**config.mk**
```make
export PLATFORM = sky130hd
export DESIGN_NAME = freelist_flat
export DESIGN_NICKNAME = d
export VERILOG_FILES = /design/src/rtl/freelist_if.sv /design/src/rtl/freelist.sv /design/src/flat_wrapper.sv
export SDC_FILE = /design/constraint.sdc
export NUM_CORES = 1
export LEC_CHECK = 0
export CAP_MARGIN = 20
export CORE_MARGIN = 10
export CORE_UTILIZATION = 25
export DETAILED_ROUTE_END_ITERATION = 8
export HOLD_SLACK_MARGIN = 0.1
export SLEW_MARGIN = 0
export SYNTH_ARGS = -nofsm -noshare
export SYNTH_HDL_FRONTEND = slang
export SYNTH_SLANG_ARGS = --single-unit
```
**constraint.sdc**
```tcl
create_clock -name clock -period 16.3 [get_ports clock]
set_clock_uncertainty 0.1 [all_clocks]
set_input_delay 4.89 -clock clock [delete_from_list [all_inputs] [get_ports clock]]
set_output_delay 4.89 -clock clock [all_outputs]
set_load 0.02 [all_outputs]
```
**src/rtl/freelist_if.sv**
```systemverilog
// freelist_if: groups the dispatch, commit, walk and status signals of the
// physical-register free list.
//   slave  : the free list itself (consumes alloc/free/walk requests,
//            drives offered tags, can_alloc, free count and overflow).
//   master : the surrounding pipeline (dispatch + ROB side).
interface freelist_if #(
  parameter int DEPTH  = 32,
  parameter int PREG_W = 6
);
  localparam int CNT_W = $clog2(DEPTH) + 1;

  logic              disp2fl_instr0_alloc_en;
  logic              disp2fl_instr1_alloc_en;
  logic [PREG_W-1:0] fl2disp_instr0_prd;
  logic [PREG_W-1:0] fl2disp_instr1_prd;
  logic              fl2disp_can_alloc;
  logic              rob2fl_free0_en;
  logic [PREG_W-1:0] rob2fl_free0_prd;
  logic              rob2fl_free1_en;
  logic [PREG_W-1:0] rob2fl_free1_prd;
  logic              rob2fl_commit0_alloc;
  logic              rob2fl_commit1_alloc;
  logic [1:0]        rob_state;
  logic              walking_valid0;
  logic              walking_valid1;
  logic [CNT_W-1:0]  fl2top_free_count;
  logic              fl2top_overflow;

  modport slave (
    input  disp2fl_instr0_alloc_en, disp2fl_instr1_alloc_en,
    input  rob2fl_free0_en, rob2fl_free0_prd, rob2fl_free1_en, rob2fl_free1_prd,
    input  rob2fl_commit0_alloc, rob2fl_commit1_alloc,
    input  rob_state, walking_valid0, walking_valid1,
    output fl2disp_instr0_prd, fl2disp_instr1_prd, fl2disp_can_alloc,
    output fl2top_free_count, fl2top_overflow
  );

  modport master (
    output disp2fl_instr0_alloc_en, disp2fl_instr1_alloc_en,
    output rob2fl_free0_en, rob2fl_free0_prd, rob2fl_free1_en, rob2fl_free1_prd,
    output rob2fl_commit0_alloc, rob2fl_commit1_alloc,
    output rob_state, walking_valid0, walking_valid1,
    input  fl2disp_instr0_prd, fl2disp_instr1_prd, fl2disp_can_alloc,
    input  fl2top_free_count, fl2top_overflow
  );
endinterface

```
**src/rtl/freelist.sv**
```systemverilog
// freelist: circular free list of physical register tags for a 2-wide
// rename/dispatch stage.
//   clock, reset : sole clock, synchronous active-high reset.
//   fl (slave)   : dispatch allocates up to two tags per cycle from spec_head,
//                  ROB commit returns up to two tags at tail, ROB commit also
//                  advances arch_head; ROLLBACK snaps spec_head back to
//                  arch_head and WALK re-claims walked tags.
// Pointers carry one wrap bit above the index so full (count == DEPTH) and
// empty (count == 0) are distinguishable.
module freelist #(
  parameter int DEPTH  = 32,
  parameter int PREG_W = 6
) (
  input  logic     clock,
  input  logic     reset,
  freelist_if.slave fl
);
  localparam int IDX_W = $clog2(DEPTH);
  localparam int PTR_W = IDX_W + 1;

  localparam logic [1:0] ROB_IDLE     = 2'd0;
  localparam logic [1:0] ROB_ROLLBACK = 2'd1;
  localparam logic [1:0] ROB_WALK     = 2'd2;

  localparam logic [PTR_W-1:0] DEPTH_P = PTR_W'(DEPTH);

  function automatic logic [PTR_W-1:0] pair_sum(input logic a, input logic b);
    return PTR_W'(a) + PTR_W'(b);
  endfunction

  logic [PREG_W-1:0] entry_q [DEPTH];
  logic [PREG_W-1:0] entry_d [DEPTH];
  logic [PTR_W-1:0]  spec_head_q, spec_head_d;
  logic [PTR_W-1:0]  arch_head_q, arch_head_d;
  logic [PTR_W-1:0]  tail_q, tail_d;
  logic              overflow_q, overflow_d;

  logic [PTR_W-1:0]  count;
  logic [PTR_W-1:0]  count_post;
  logic [PTR_W-1:0]  count_post1;
  logic              can_alloc;
  logic              keep0, keep1;
  logic [IDX_W-1:0]  rd1_idx, wr0_idx, wr1_idx;

  assign count     = tail_q - spec_head_q;
  assign can_alloc = (count >= PTR_W'(2)) && (fl.rob_state == ROB_IDLE);

  // instr1 sees the tag after instr0's only when instr0 actually takes one.
  assign rd1_idx = spec_head_q[IDX_W-1:0] + IDX_W'(fl.disp2fl_instr0_alloc_en);

  assign fl.fl2disp_instr0_prd = entry_q[spec_head_q[IDX_W-1:0]];
  assign fl.fl2disp_instr1_prd = entry_q[rd1_idx];
  assign fl.fl2disp_can_alloc  = can_alloc;
  assign fl.fl2top_free_count  = count;
  assign fl.fl2top_overflow    = overflow_q;

  always_comb begin
    arch_head_d = arch_head_q + pair_sum(fl.rob2fl_commit0_alloc, fl.rob2fl_commit1_alloc);

    spec_head_d = spec_head_q;
    case (fl.rob_state)
      // Rollback lands on the architectural head including this cycle's commits.
      ROB_ROLLBACK: spec_head_d = arch_head_d;
      ROB_WALK:     spec_head_d = spec_head_q + pair_sum(fl.walking_valid0, fl.walking_valid1);
      // Unused encoding falls here too, but can_alloc is 0 there so nothing moves.
      default: begin
        if (can_alloc) begin
          spec_head_d = spec_head_q + pair_sum(fl.disp2fl_instr0_alloc_en,
                                               fl.disp2fl_instr1_alloc_en);
        end
      end
    endcase

    // Overflow is judged against the count after this cycle's head movement,
    // so an alloc and a free in the same cycle at full both succeed.
    count_post  = tail_q - spec_head_d;
    keep0       = fl.rob2fl_free0_en && (count_post < DEPTH_P);
    count_post1 = count_post + PTR_W'(keep0);
    keep1       = fl.rob2fl_free1_en && (count_post1 < DEPTH_P);

    wr0_idx = tail_q[IDX_W-1:0];
    wr1_idx = wr0_idx + IDX_W'(keep0);

    // Reads above use entry_q, so same-cycle allocs see pre-write contents.
    entry_d = entry_q;
    if (keep0) entry_d[wr0_idx] = fl.rob2fl_free0_prd;
    if (keep1) entry_d[wr1_idx] = fl.rob2fl_free1_prd;

    tail_d     = tail_q + pair_sum(keep0, keep1);
    overflow_d = (fl.rob2fl_free0_en && !keep0) || (fl.rob2fl_free1_en && !keep1);
  end

  always_ff @(posedge clock) begin
    if (reset) begin
      for (int i = 0; i < DEPTH; i++) begin
        entry_q[i] <= PREG_W'(DEPTH + i);
      end
      spec_head_q <= '0;
      arch_head_q <= '0;
      tail_q      <= DEPTH_P;
      overflow_q  <= 1'b0;
    end else begin
      entry_q     <= entry_d;
      spec_head_q <= spec_head_d;
      arch_head_q <= arch_head_d;
      tail_q      <= tail_d;
      overflow_q  <= overflow_d;
    end
  end
endmodule

```
**src/flat_wrapper.sv**
```systemverilog
// flat-port wrapper written by rule: the top's interface ports become plain ports
module freelist_flat 
#(
  parameter int DEPTH  = 32,
  parameter int PREG_W = 6
)
  (clock, reset, fl_disp2fl_instr0_alloc_en, fl_disp2fl_instr1_alloc_en, fl_rob2fl_free0_en, fl_rob2fl_free0_prd, fl_rob2fl_free1_en, fl_rob2fl_free1_prd, fl_rob2fl_commit0_alloc, fl_rob2fl_commit1_alloc, fl_rob_state, fl_walking_valid0, fl_walking_valid1, fl_fl2disp_instr0_prd, fl_fl2disp_instr1_prd, fl_fl2disp_can_alloc, fl_fl2top_free_count, fl_fl2top_overflow);
  freelist_if #(.DEPTH(DEPTH), .PREG_W(PREG_W)) fl_i ();
  input  logic clock;
  input  logic reset;
  input wire logic [$bits(fl_i.disp2fl_instr0_alloc_en)-1:0] fl_disp2fl_instr0_alloc_en;
  input wire logic [$bits(fl_i.disp2fl_instr1_alloc_en)-1:0] fl_disp2fl_instr1_alloc_en;
  input wire logic [$bits(fl_i.rob2fl_free0_en)-1:0] fl_rob2fl_free0_en;
  input wire logic [$bits(fl_i.rob2fl_free0_prd)-1:0] fl_rob2fl_free0_prd;
  input wire logic [$bits(fl_i.rob2fl_free1_en)-1:0] fl_rob2fl_free1_en;
  input wire logic [$bits(fl_i.rob2fl_free1_prd)-1:0] fl_rob2fl_free1_prd;
  input wire logic [$bits(fl_i.rob2fl_commit0_alloc)-1:0] fl_rob2fl_commit0_alloc;
  input wire logic [$bits(fl_i.rob2fl_commit1_alloc)-1:0] fl_rob2fl_commit1_alloc;
  input wire logic [$bits(fl_i.rob_state)-1:0] fl_rob_state;
  input wire logic [$bits(fl_i.walking_valid0)-1:0] fl_walking_valid0;
  input wire logic [$bits(fl_i.walking_valid1)-1:0] fl_walking_valid1;
  output wire logic [$bits(fl_i.fl2disp_instr0_prd)-1:0] fl_fl2disp_instr0_prd;
  output wire logic [$bits(fl_i.fl2disp_instr1_prd)-1:0] fl_fl2disp_instr1_prd;
  output wire logic [$bits(fl_i.fl2disp_can_alloc)-1:0] fl_fl2disp_can_alloc;
  output wire logic [$bits(fl_i.fl2top_free_count)-1:0] fl_fl2top_free_count;
  output wire logic [$bits(fl_i.fl2top_overflow)-1:0] fl_fl2top_overflow;
  assign fl_i.disp2fl_instr0_alloc_en = fl_disp2fl_instr0_alloc_en;
  assign fl_i.disp2fl_instr1_alloc_en = fl_disp2fl_instr1_alloc_en;
  assign fl_i.rob2fl_free0_en = fl_rob2fl_free0_en;
  assign fl_i.rob2fl_free0_prd = fl_rob2fl_free0_prd;
  assign fl_i.rob2fl_free1_en = fl_rob2fl_free1_en;
  assign fl_i.rob2fl_free1_prd = fl_rob2fl_free1_prd;
  assign fl_i.rob2fl_commit0_alloc = fl_rob2fl_commit0_alloc;
  assign fl_i.rob2fl_commit1_alloc = fl_rob2fl_commit1_alloc;
  assign fl_i.rob_state = fl_rob_state;
  assign fl_i.walking_valid0 = fl_walking_valid0;
  assign fl_i.walking_valid1 = fl_walking_valid1;
  assign fl_fl2disp_instr0_prd = fl_i.fl2disp_instr0_prd;
  assign fl_fl2disp_instr1_prd = fl_i.fl2disp_instr1_prd;
  assign fl_fl2disp_can_alloc = fl_i.fl2disp_can_alloc;
  assign fl_fl2top_free_count = fl_i.fl2top_free_count;
  assign fl_fl2top_overflow = fl_i.fl2top_overflow;
  freelist #(.DEPTH(DEPTH), .PREG_W(PREG_W)) u_core (.clock(clock), .reset(reset), .fl(fl_i));
endmodule
```
==> results of run 1 <==
registers in the layout (all words and copies together), names as in the netlist:
name                       count
u_core.arch_head_q             6
u_core.entry_q               192
u_core.fl.fl2top_overflow      1
u_core.spec_head_q             6
u_core.tail_q                  6
synthesized netlist by cell type (all sizes together), types with 2 or more instances:
cell     number
buf          30
nand3        16
and2          2
nor2b        11
inv          19
nor2        142
o21a          3
o21ai        52
clkbuf       86
mux2i       192
nand2        50
nor3          8
a221oi        5
nand3b        5
or3b          2
mux2        199
a21oi        23
dfxtp       211
nand2b      114
a21o          3
or2           3
a31oi         2
mux4        120
and3          4
fa            5
a2111oi      18
or3           3
o311a         2
xor2         10
o22ai         3
xnor2        15
ha           29
nand4         2
worst max-delay path, cell delays in order:
cell and delay [ns]:
sky130_fd_sc_hd__clkdlybuf4s50_1 0.57, sky130_fd_sc_hd__ha_4 0.25, sky130_fd_sc_hd__ha_2 0.30, sky130_fd_sc_hd__buf_4 0.56, sky130_fd_sc_hd__mux4_2 0.59, sky130_fd_sc_hd__mux4_2 0.53
sky130_fd_sc_hd__mux2_2 0.34, sky130_fd_sc_hd__clkdlybuf4s50_1 0.56
cell families (layout without fill, tap and decap cells):
kind of cell,after synthesis,after routing,share of synthesized area [%]
buffers and inverters,136,124,4.00
xor gates and xnor gates,25,25,1.43
DFF,211,211,26.7
AOI/OAI and AO/OA,127,127,10.2
and+or+nand+nor,363,363,11.4
adders and majority gates,34,34,2.93
muxes,511,511,43.4
cell type report:
cell class,count,area share [%]
Clock buffer,34,3.77
Clock inverter,8,0.544
Inverter,20,0.424
Multi-Input combinational cell,1060,62.2
Sequential cell,211,23.9
Tap cell,846,5.98
Timing Repair Buffer,62,3.19
path summary, 6_finish.rpt:
path	startpoint	end	depth (start not counted)
setup / recovery	fl_disp2fl_instr0_alloc_en	fl_fl2disp_instr1_prd[5]	8
hold / removal	u_core.arch_head_q[3]	u_core.arch_head_q[3]	2
setup reg to reg	u_core.spec_head_q[1]	u_core.entry_q[147]	27
hold reg to reg	u_core.arch_head_q[3]	u_core.arch_head_q[3]	2
metal layers:
metal / vias to the layer above / share of wire [%]
li1: 5139 / -
met1: 5774 / 46
met2: 488 / 42
met3: 83 / 8.8
met4: 0 / 2.3
met5: - / 0
power by group:
part	leakage [nW]	internal [mW]	switching, mW	total (mW)
sequential	1.71	0.536	0.0256	0.562
clock	0.371	0.304	0.240	0.544
combinational	3.33	0.253	0.440	0.693
==> metrics, run 1 <==
share of post-route cells with drive strength above 1=about a third; area leader, netlist=sky130_fd_sc_hd__dfxtp_1; fin area=17700 µm²; layout filler cell count=around 6500; wire length of the first global-routing pass=74800 µm; clock tree from TritonCTS=yes; global routing met1 resource utilization=18.7%; mean instance size in the synthesized netlist=roughly 11 µm²; sequential standard cell area=4230 µm²; most common cell after layout, fill and taps aside=sky130_fd_sc_hd__dfxtp_1; 1st-pass router iterations=5; final worst-path cycle share=83.4%; Initial Utilization=25.2%; endpoint required time on the critical path=roughly 11 ns; worst path arrival time=8.61 ns; final setup fails=0; setup total negative slack=0 ns; via count of the first global-routing pass=11500; die height=272 µm; critical path endpoint category=output pin; GRT Overall Usage=a little over an eighth; worst path setup slack after routing=roughly 2.7 ns; min cycle time layout=13.60 ns; number of vias after detailed routing=11500; # Max-Cap Violations=0; drt drc=0; leading cell types in the layout, fill and taps excluded=sky130_fd_sc_hd__dfxtp_1, sky130_fd_sc_hd__mux2_2, sky130_fd_sc_hd__mux2i_1, sky130_fd_sc_hd__nor2_1, sky130_fd_sc_hd__mux4_2; R2R Setup Slk=7.54 ns; CTS sink cnt=211; number of resized instances in the post-cts repair step=0; Clk Tree Root Cell=sky130_fd_sc_hd__clkbuf_16; area share of the leading cell type in the synthesized netlist=a little over a quarter; transition time of the tightest slew-check pin=1.13 ns; count of distinct cell types in the synthesized netlist=69; clock-pin slew on the worst setup and hold paths=around 0.07 ns; number of post-CTS setup repair buffers=0; total grt overflow=0; number of antenna violations at the first check in global routing=0; status=completed; Total Power=1.80 mW; power per cell area=102 nW/µm²; number of pins exceeding their max-slew limit in the final report=0; Post-Route Utilization=28.2%; wire per inst=22.1 µm; clock insertion delay at the later pin of the skew report=0.54 ns; setup repair after global routing missed its margin=no; area of the multi-input gates=11000 µm²; yosys synthesis warning count=0; Antenna diodes=0; async set or reset register ratio after synthesis=0%; final hold violations=0; sequential fraction of the synthesis area=26.7%; Num CTS Buffers=24; placer congestion estimate=0.859; headroom to the max-slew limit=24.9%; post-synthesis net count=around 1500; highest clock rate=73.5 MHz; overall die width=~270 µm; final layout net count=1437; post-place setup slack=2.72 ns; number of vias per cell after detailed routing=slightly above 5; CP Class=in -> out; Placed Cells incl. Taps=between 2000 and 2500; met3 capacity usage during global routing=3.46%; met2 Use GR=19.2%; final HPWL from detailed placement=33700 µm; CTS hold repair buffers=0; core box area=62900 µm²; maximum number of pins on one net before global-route repair=between 100 and 150; top area cells in the synthesized netlist=sky130_fd_sc_hd__dfxtp_1, sky130_fd_sc_hd__mux4_2, sky130_fd_sc_hd__mux2_2, sky130_fd_sc_hd__mux2i_1, sky130_fd_sc_hd__nand2b_1; drt total wl=49500 µm; I/O pin count=between 40 and 50; cell count after synthesis=1407; Synth Cell Area=15800 µm²; commonest register cell after synthesis=sky130_fd_sc_hd__dfxtp_1; post-route ant nets=0; buffers added on ports=43; critical-path maximum fanout=48; cell area reported after detailed placement=16900 µm²; maximum buffer depth of the clock tree=3; flop and latch count out of synthesis=211; Total Die Area=73700 µm²; final cell count without fillers=2241; most utilized layer in the global route result=met2; kind of launch point of the worst setup path=input pin; worst hold-check slack=0.488 ns; maximum vdd ir drop=roughly 0.085 mV; static leakage=around 5.4 nW; worst min-delay path category=reg -> reg; deepest level of the CTS H-tree=1; starting DRC count in detailed routing=1223; std cell rows=92; area delta synth->final=11.9%; number of flops mapped to enable cells by yosys=0
Power figures use the tool's default switching activity.
==> inputs of run 2 (changes only) <==
==> constraint.sdc (replaced) <==
create_clock -name clock -period 13.5 [get_ports clock]
set_clock_uncertainty 0.1 [all_clocks]
set_input_delay 4.05 -clock clock [delete_from_list [all_inputs] [get_ports clock]]
set_output_delay 4.05 -clock clock [all_outputs]
set_load 0.02 [all_outputs]
==> metrics, run 2 (synthesis results as in run 1) <==
via count of the first global-routing pass=~11000; register ranked first by flip-flop count=u_core.entry_q; number of vias after detailed routing=11600; share of post-route cells with drive strength above 1=33.0%; number of antenna violations at the first check in global routing=1; final layout net count=1438; final HPWL from detailed placement=34300 µm; number of pins exceeding their max-slew limit in the final report=0; CTS hold repair buffers=0; drt drc=0; I/O pin count=between 40 and 50; total grt overflow=0; core box area=62900 µm²; starting DRC count in detailed routing=between 1000 and 1500; maximum number of pins on one net before global-route repair=105; clock-pin slew on the worst setup and hold paths=0.06 ns; Total Die Area=73700 µm²; most common cell after layout, fill and taps aside=sky130_fd_sc_hd__dfxtp_1; final setup fails=0; Total Power=2.18 mW; buffers added on ports=43; drt total wl=50300 µm; Clk Tree Root Cell=sky130_fd_sc_hd__clkbuf_16; worst path buffer plus inverter count=3; 1st-pass router iterations=5; CP Class=in -> out; CTS sink cnt=about 210; clock tree from TritonCTS=yes; status=completed; die height=272 µm; wire per inst=22.5 µm; critical path endpoint category=output pin; kind of launch point of the worst setup path=input pin; headroom to the max-slew limit=27.2%; critical path, cell by cell=clkdlybuf4s50_1 -> ha_4 -> ha_2 -> buf_4 -> mux4_2 -> mux4_2 -> mux2_2 -> clkdlybuf4s50_1; largest stage delay on the critical path=roughly 0.57 ns; std cell rows=92; fin area=17700 µm²; power per cell area=around 120 nW/µm²; critical-path maximum fanout=44; min cycle time layout=11.83 ns; kind of cell adding the most delay to the critical path=buffers and inverters; # Max-Cap Violations=0; post-route ant nets=0; static leakage=5.43 nW; number of vias per cell after detailed routing=just over 5; wire length of the first global-routing pass=between 70000 and 80000 µm; worst min-delay path category=reg -> reg; Num CTS Buffers=23; number of resized instances in the post-cts repair step=0; GRT Overall Usage=13.2%; highest-delay cell along the critical path=sky130_fd_sc_hd__clkdlybuf4s50_1; cell area reported after detailed placement=17000 µm²; maximum buffer depth of the clock tree=3; number of post-CTS setup repair buffers=0; highest clock rate=84.5 MHz; leading cell types in the layout, fill and taps excluded=sky130_fd_sc_hd__dfxtp_1, sky130_fd_sc_hd__mux2_2, sky130_fd_sc_hd__mux2i_1, sky130_fd_sc_hd__nor2_1, sky130_fd_sc_hd__mux4_2; Antenna diodes=0; endpoint required time on the critical path=9.35 ns; final hold violations=0; placer congestion estimate=0.854; overall die width=272 µm; final worst-path cycle share=87.6%; area delta synth->final=12.1%; clock insertion delay at the later pin of the skew report=0.55 ns; worst path arrival time=approximately 7.7 ns; layout filler cell count=6538; flip-flop count of the largest register, all copies and words added=192; Initial Utilization=25.2%; maximum vdd ir drop=0.114 mV; transition time of the tightest slew-check pin=1.08 ns; setup total negative slack=0 ns; deepest level of the CTS H-tree=1; setup repair after global routing missed its margin=no
==> run 2: layout make-up <==
class	count	area, µm²	area share, %
multi-input cells	1060	11000	62.1
repair buffers	64	586	3.30
well taps	846	1060	5.97
clock inverters	8	130	0.734
clock buffers	30	632	3.56
flip-flops and latches	211	4230	23.9
inverters	20	75.1	0.423
==> run 2: where the power goes <==
part | switching (mW) | total [mW] | internal, mW | leakage [nW]
sequential | 0.0306 | 0.678 | 0.648 | 1.71
combinational | 0.530 | 0.836 | 0.306 | 3.34
clock | 0.280 | 0.666 | 0.387 | 0.378
total | 0.840 | 2.18 | 1.34 | 5.43
==> run 2: path summary, 6_finish.rpt <==
| kind | startpoint | end | slack [ns] | depth (start not counted) |
|---|---|---|---|---|
| setup / recovery | fl_disp2fl_instr0_alloc_en | fl_fl2disp_instr1_prd[3] | 1.67 | 8 |
| hold / removal | u_core.arch_head_q[3] | u_core.arch_head_q[3] | 0.47 | 2 |
| setup reg to reg | u_core.spec_head_q[1] | u_core.entry_q[148] | 4.74 | 27 |
| hold reg to reg | u_core.arch_head_q[3] | u_core.arch_head_q[3] | 0.47 | 2 |
==> run 2: worst min-delay path: cells and delay by family, from the launching register on <==
family           cells  cell delay [ns]
AND/OR/NAND/NOR      1             0.08
flip-flops           1             0.36
XOR/XNOR             1             0.10
==> run 2: per-layer routing <==
metal  GRT usage, %  up-vias  share of wire, %
met5              0        -             0.026
met4           3.85        2               3.0
met3           4.19       92               9.9
met2           19.0      501                42
met1           18.3     5828                45
li1               -     5134                 -
==> run 2: stage by stage <==
stage | util [%] | hold slack, ns | setup slack [ns] | instances
after floorplan | - | 0.418 | 2.62 | 1407
after global placement | 27.0 | 0.452 | 1.71 | 2201
after detailed placement | 27.0 | 0.461 | 1.66 | 2201
after CTS | 28.2 | 0.480 | 1.65 | 2239
after global routing | 28.2 | 0.524 | 1.52 | 2239
final | 28.2 | 0.473 | 1.67 | 2239
